<file path="src/rtl/audio_i2s_tx.sv">
// audio_i2s_tx
//   Buffers 8-bit unsigned audio samples from the ROM player in a small FIFO
//   and serialises them as a left-justified, I2S-style stream (bclk, lrclk,
//   sdata) for the board codec. All serial timing comes from clk through an
//   internal divider.
//
// Ports:
//   clk          system clock
//   reset        synchronous, active-high
//   sample_in    unsigned sample (0x80 = midscale)
//   sample_valid sample_in is valid; pushed when sample_ready is also high
//   sample_ready FIFO can accept a sample
//   bclk         serial bit clock, period 2*BCLK_DIV clk cycles
//   lrclk        channel select: 0 = left, 1 = right
//   sdata        serial data, MSB first, changes on bclk falling edge
//   underrun     one-cycle pulse when a slot load finds the FIFO empty
//   fifo_level   current FIFO occupancy
//
// Build option:
//   AUDIO_I2S_TX_STEREO_EN  when defined, a sample is popped at each slot start
//                           (left, right, left, ...). When undefined the same
//                           sample is sent in both slots (one pop per frame).

module audio_i2s_tx #(
    parameter int DATA_WIDTH = 8,
    parameter int FRAME_BITS = 16,
    parameter int BCLK_DIV   = 4,
    parameter int FIFO_DEPTH = 4
) (
    input  logic                          clk,
    input  logic                          reset,
    input  logic [DATA_WIDTH-1:0]         sample_in,
    input  logic                          sample_valid,
    output logic                          sample_ready,
    output logic                          bclk,
    output logic                          lrclk,
    output logic                          sdata,
    output logic                          underrun,
    output logic [$clog2(FIFO_DEPTH):0]   fifo_level
);

    localparam int AW  = $clog2(FIFO_DEPTH);
    localparam int LW  = AW + 1;
    localparam int BW  = $clog2(2 * FRAME_BITS);
    localparam int DVW = $clog2(BCLK_DIV);

    localparam logic [LW-1:0]  FULL     = LW'(FIFO_DEPTH);
    localparam logic [BW-1:0]  LAST_BIT = BW'(2 * FRAME_BITS - 1);
    localparam logic [BW-1:0]  HALF_BIT = BW'(FRAME_BITS);
    localparam logic [DVW-1:0] DIV_LAST = DVW'(BCLK_DIV - 1);
    localparam logic [DATA_WIDTH-1:0] SIGN_FLIP = {1'b1, {(DATA_WIDTH-1){1'b0}}};

    typedef enum logic {IDLE, RUN} state_t;

    state_t                 state;
    state_t                 state_next;

    logic [DATA_WIDTH-1:0]  mem [FIFO_DEPTH];
    logic [AW-1:0]          wr_ptr;
    logic [AW-1:0]          rd_ptr;
    logic [LW-1:0]          count;

    logic [DVW-1:0]         div_cnt;
    logic [BW-1:0]          bit_cnt;
    logic                   bclk_r;
    logic [FRAME_BITS-1:0]  shreg;
    logic [DATA_WIDTH-1:0]  hold;
    logic                   underrun_r;

    logic                   push;
    logic                   pop;
    logic                   bit_tick;
    logic [BW-1:0]          next_bit;
    logic                   slot_start;
    logic                   mono_reload;
    logic                   load;
    logic [DATA_WIDTH-1:0]  load_word;
    logic                   underrun_set;
    logic [DATA_WIDTH-1:0]  head_conv;

    assign sample_ready = (count != FULL);
    assign fifo_level   = count;
    assign bclk         = bclk_r;
    assign lrclk        = (bit_cnt >= HALF_BIT);
    assign sdata        = shreg[FRAME_BITS-1];
    assign underrun     = underrun_r;

    // Unsigned to two's complement: flipping the MSB moves 0x80 to zero.
    assign head_conv = mem[rd_ptr] ^ SIGN_FLIP;

    always_ff @(posedge clk) begin
        if (reset) state <= IDLE;
        else       state <= state_next;
    end

    // Once running, the link keeps framing forever; underruns send silence.
    always_comb begin
        state_next = state;
        if (state == IDLE && count != '0) state_next = RUN;
    end

    always_comb begin
        push         = sample_valid && sample_ready;
        pop          = 1'b0;
        bit_tick     = 1'b0;
        slot_start   = 1'b0;
        mono_reload  = 1'b0;
        load         = 1'b0;
        load_word    = hold;
        underrun_set = 1'b0;
        next_bit     = (bit_cnt == LAST_BIT) ? '0 : bit_cnt + 1'b1;

        case (state)
            IDLE: begin
                if (count != '0) begin
                    pop       = 1'b1;
                    load      = 1'b1;
                    load_word = head_conv;
                end
            end
            RUN: begin
                // Bits advance on the bclk falling edge so data is stable
                // for the codec's rising-edge sample.
                bit_tick = (div_cnt == DIV_LAST) && bclk_r;
`ifdef AUDIO_I2S_TX_STEREO_EN
                slot_start  = bit_tick && (next_bit == '0 || next_bit == HALF_BIT);
`else
                slot_start  = bit_tick && (next_bit == '0);
                mono_reload = bit_tick && (next_bit == HALF_BIT);
`endif
                if (slot_start) begin
                    load = 1'b1;
                    if (count != '0) begin
                        pop       = 1'b1;
                        load_word = head_conv;
                    end else begin
                        load_word    = '0;
                        underrun_set = 1'b1;
                    end
                end else if (mono_reload) begin
                    load      = 1'b1;
                    load_word = hold;
                end
            end
            default: ;
        endcase
    end

    // Sample storage is not reset; occupancy is tracked by count.
    always_ff @(posedge clk) begin
        if (push) mem[wr_ptr] <= sample_in;
    end

    always_ff @(posedge clk) begin
        if (reset) begin
            wr_ptr     <= '0;
            rd_ptr     <= '0;
            count      <= '0;
            div_cnt    <= '0;
            bit_cnt    <= '0;
            bclk_r     <= 1'b0;
            shreg      <= '0;
            hold       <= '0;
            underrun_r <= 1'b0;
        end else begin
            if (push) wr_ptr <= wr_ptr + 1'b1;
            if (pop)  rd_ptr <= rd_ptr + 1'b1;
            if (push && !pop)      count <= count + 1'b1;
            else if (!push && pop) count <= count - 1'b1;

            underrun_r <= underrun_set;

            if (state == IDLE) begin
                div_cnt <= '0;
                bit_cnt <= '0;
                bclk_r  <= 1'b0;
            end else begin
                if (div_cnt == DIV_LAST) begin
                    div_cnt <= '0;
                    bclk_r  <= ~bclk_r;
                end else begin
                    div_cnt <= div_cnt + 1'b1;
                end
                if (bit_tick) bit_cnt <= next_bit;
            end

            // The sample is left-justified; the low slot bits shift in as 0.
            if (load) begin
                shreg <= FRAME_BITS'(load_word) << (FRAME_BITS - DATA_WIDTH);
                hold  <= load_word;
            end else if (bit_tick) begin
                shreg <= shreg << 1;
            end
        end
    end

endmodule

</file>
<file path="config.mk">
export PLATFORM = sky130hd
export DESIGN_NAME = audio_i2s_tx
export DESIGN_NICKNAME = d
export VERILOG_FILES = /design/src/rtl/audio_i2s_tx.sv
export SDC_FILE = /design/constraint.sdc
export NUM_CORES = 1
export LEC_CHECK = 0
export CAP_MARGIN = 5
export CORE_UTILIZATION = 50
export CTS_CLUSTER_SIZE = 24
export DETAILED_ROUTE_END_ITERATION = 16
export PLACE_DENSITY = 0.7
export SLEW_MARGIN = 10
export SYNTH_ARGS = -nofsm -noshare
export SYNTH_HDL_FRONTEND = slang
export SYNTH_SLANG_ARGS = --single-unit
</file>
<file path="constraint.sdc">
create_clock -name clk -period 3.44 [get_ports clk]
set_input_delay 0.344 -clock clk [delete_from_list [all_inputs] [get_ports clk]]
set_output_delay 0.344 -clock clk [all_outputs]
set_load 0.02 [all_outputs]
</file>
==> impl_metrics.json <==
{
  "status": "completed",
  "drive_gt1_share_pct": 14.10,
  "routedWlPerCell_um": 14.60,
  "io_buffers": 18,
  "busiest_layer": "met2",
  "die_height_um": 75.47,
  "drc_errors": 0,
  "reg2reg_from": "bit_cnt[0]",
  "grt.total_usage_pct": 18.45,
  "synthMuxAreaShare_pct": 7.789,
  "drtAntennaViolNets": 0,
  "num_vias": 1636,
  "rsz0062_at_grt": "false",
  "synth_compound_area_share_pct": 10.48,
  "dpl.hpwl_um": 3076,
  "synthesis.area_sq_um": 2699,
  "critPathKind": "flop to flop",
  "firstDrtPassIters": 5,
  "critPathMaxFanout": 9,
  "crit_required_ns": 3.69,
  "cts_sinks": 67,
  "fin_nets": 250,
  "coreArea_sq_um": 5140,
  "cts-hold-fix-buffers": 0,
  "rrSetupSlack_ns": 0.35,
  "fmax_ghz": 0.3239,
  "diodes": 0,
  "num-fill-cells": 445,
  "cp_cell_sequence": "inv_1 > ha_1 > and4b_1 > a221oi_2 > o41ai_4 > inv_2 > ha_1 > inv_1 > fa_1 > xor2_1 > or3_1 > a21oi_1",
  "worst-path-buf-inv": 3,
  "cp-start-kind": "flop",
  "cts_setup_buffers": 0,
  "root_buffer": "clkbuf_8",
  "power.total_w": 0.002271,
  "grt_pass1_wl_um": 7603,
  "syn_inst": 208,
  "slew_headroom_pct": 55.68,
  "synthAdderAreaFrac_pct": 4.914,
  "drtIter0Drc": 52,
  "yosys.area.top_type": "edfxtp_1",
  "cp-endpoint": "fifo_level[2]",
  "synth.yosys.seq_area_share_pct": 61.57,
  "crit_cells": 12,
  "slew_violations": 0,
  "antenna_found_initial": 0,
  "syn_area_per_cell_sq_um": 12.98,
  "cts_buffer_depth": 2,
  "area_delta_synth_final_pct": 15.35,
  "ctsResizeCount": 0,
  "clkTransAtPathRegs_ns": 0.07,
  "use_met3_pct": 5.556,
  "max_cap_viol_count": 0,
  "hp-start": "div_cnt[0]",
  "cts_tree": "done",
  "r2r_cells": 12,
  "viasPerCell": 5.382,
  "yosysUniqueCellTypes": 40,
  "synthTopCellsByArea": "edfxtp_1 36%, dfxtp_1 26%, mux4_2 6.7%",
  "dieArea_sq_um": 5696,
  "worstMarginPinSlew_ns": 0.6598,
  "gp_congestion": 0.7582,
  "wirelength_um": 4439,
  "tns_ns": 0,
  "syn-num-nets": 229,
  "period_needed_ns": 3.088,
  "cpLargestDelayFamily": "adder cells",
  "cts_buffers": 9,
  "critPathMaxStageDelay_ns": 0.41,
  "arrival_ns": 3.34,
  "synth_warnings": 0,
  "setup_viol": 0,
  "synthSimpleGateAreaFrac_pct": 10.89,
  "ir_worst_vdd_mv": 0.5347,
  "clock_latency_ns": 0.33,
  "synth.top_cell.area_share_pct": 35.61,
  "hold_violations": 0,
  "timing.rr.end": "fifo_level[2]",
  "power_leakage_nw": 1.093,
  "critical-path-slowest-cell": "dfxtp_1",
  "cts_max_level": 3,
  "p_per_area_nw_per_um2": 729.5,
  "grt_max_degree": 18,
  "rows": 26,
  "synth_xor_xnor_area_share_pct": 1.623,
  "initial_utilization_pct": 52.51,
  "period_share_pct": 89.76,
  "finalClockSkew_ns": 0.01008,
  "die_w_um": 75.47,
  "use_met1_pct": 23.67,
  "synth.ff_latch_count": 67,
  "crit_path_end_kind": "flop",
  "grt_pass1_vias": 1653,
  "io_pins": 19,
  "startpoint": "bit_cnt[0]",
  "grt_overflow": 0,
  "synth_top_family_by_area": "simple AND/OR/NAND/NOR gates",
  "grt.met2_usage_pct": 29.86,
  "hp-class": "flop to flop"
}
-- cells in the final DEF (no fill, tap or decap), drive strengths merged, types with 4 or more instances in the layout --
cell | netlist | final
nand2 | 11 | 11
edfxtp | 32 | 32
nor3 | 5 | 5
mux4 | 8 | 8
o221ai | 6 | 6
nor2 | 21 | 21
and3 | 5 | 5
clkinvlp | 0 | 4
dfxtp | 35 | 35
o21ai | 5 | 5
a22oi | 7 | 7
clkdlybuf4s50 | 0 | 18
clkbuf | 6 | 9
nand3 | 4 | 4
inv | 10 | 12
a21oi | 14 | 14
ha | 9 | 9
-- synthesized netlist by cell type (all sizes together) --
cell     count
dfxtp       35
edfxtp      32
nor2        21
a21oi       14
nand2       11
inv         10
ha           9
mux4         8
a22oi        7
clkbuf       6
o221ai       6
and3         5
nor3         5
o21ai        5
nand3        4
buf          3
mux2i        3
xnor2        3
and2         2
nor3b        2
or3          2
or4          2
xor2         2
a221oi       1
a31o         1
a31oi        1
and4b        1
fa           1
nor4b        1
o22ai        1
o2bb2ai      1
o31a         1
o41ai        1
or2          1
-- sequential cells by signal, indices dropped and copies added (netlist names), named ones only --
name	count
mem	32
hold	8
shreg	8
bit_cnt	5
fifo_level	3
div_cnt	2
rd_ptr	2
wr_ptr	2
bclk	1
state	1
underrun	1
-- worst min path at each step --
| stage | cells past startpoint | slack (ns) | to |
|---|---|---|---|
| global placement | 1 | 0.42 | div_cnt[0] |
| detailed placement | 1 | 0.42 | div_cnt[0] |
| CTS | 1 | 0.43 | div_cnt[0] |
| floorplan | 1 | 0.40 | div_cnt[0] |
| global route | 1 | 0.47 | div_cnt[0] |
| finish | 1 | 0.44 | div_cnt[0] |
-- layout make-up --
cell class	count	area, sq um	area share [%]
Tap cell	70	87.58	2.814
Multi-Input combinational cell	122	963.4	30.95
Clock inverter	7	51.30	1.648
Sequential cell	67	1662	53.38
Inverter	10	37.54	1.206
Timing Repair Buffer	19	187.7	6.029
Clock buffer	9	123.9	3.979
-- metrics by stage --
step	cell area, sq um	cells	util (%)	hold WS (ns)	setup WS (ns)
5_1_grt	3113	304	60.56	0.4660	0.07028
4_1_cts	3113	304	60.56	0.4308	0.3214
3_3_place_gp	2938	288	57.16	0.4215	0.4577
6_report	3113	304	60.56	0.4352	0.3522
2_1_floorplan	2699	208	-	0.4043	0.4823
3_5_place_dp	2938	288	57.16	0.4171	0.3312
-- where the power goes --
group / internal [W] / switching [W] / total, W / leakage (nW)
Combinational: 0.000280 / 0.000326 / 0.000606 / 0.437
Sequential: 0.000993 / 0.000102 / 0.00110 / 0.580
Clock: 0.000263 / 0.000306 / 0.000569 / 0.0759
-- kinds of logic (layout without fill, tap and decap cells) --
group                    after synthesis  after routing
AND/OR/NAND/NOR                       57             57
buffers and inverters                 19             45
flip-flops                            67             67
XOR/XNOR                               5              5
adder cells (fa/ha/maj)               10             10
AO/OA/AOI/OAI                         39             39
multiplexers                          11             11
-- routing by layer --
metal / vias up / share of wire (%)
met3: 5 / 3.4
met5: - / 0
met4: 0 / 1.5
met1: 785 / 48
met2: 25 / 47
li1: 821 / -
Power figures use the tool's default switching activity.
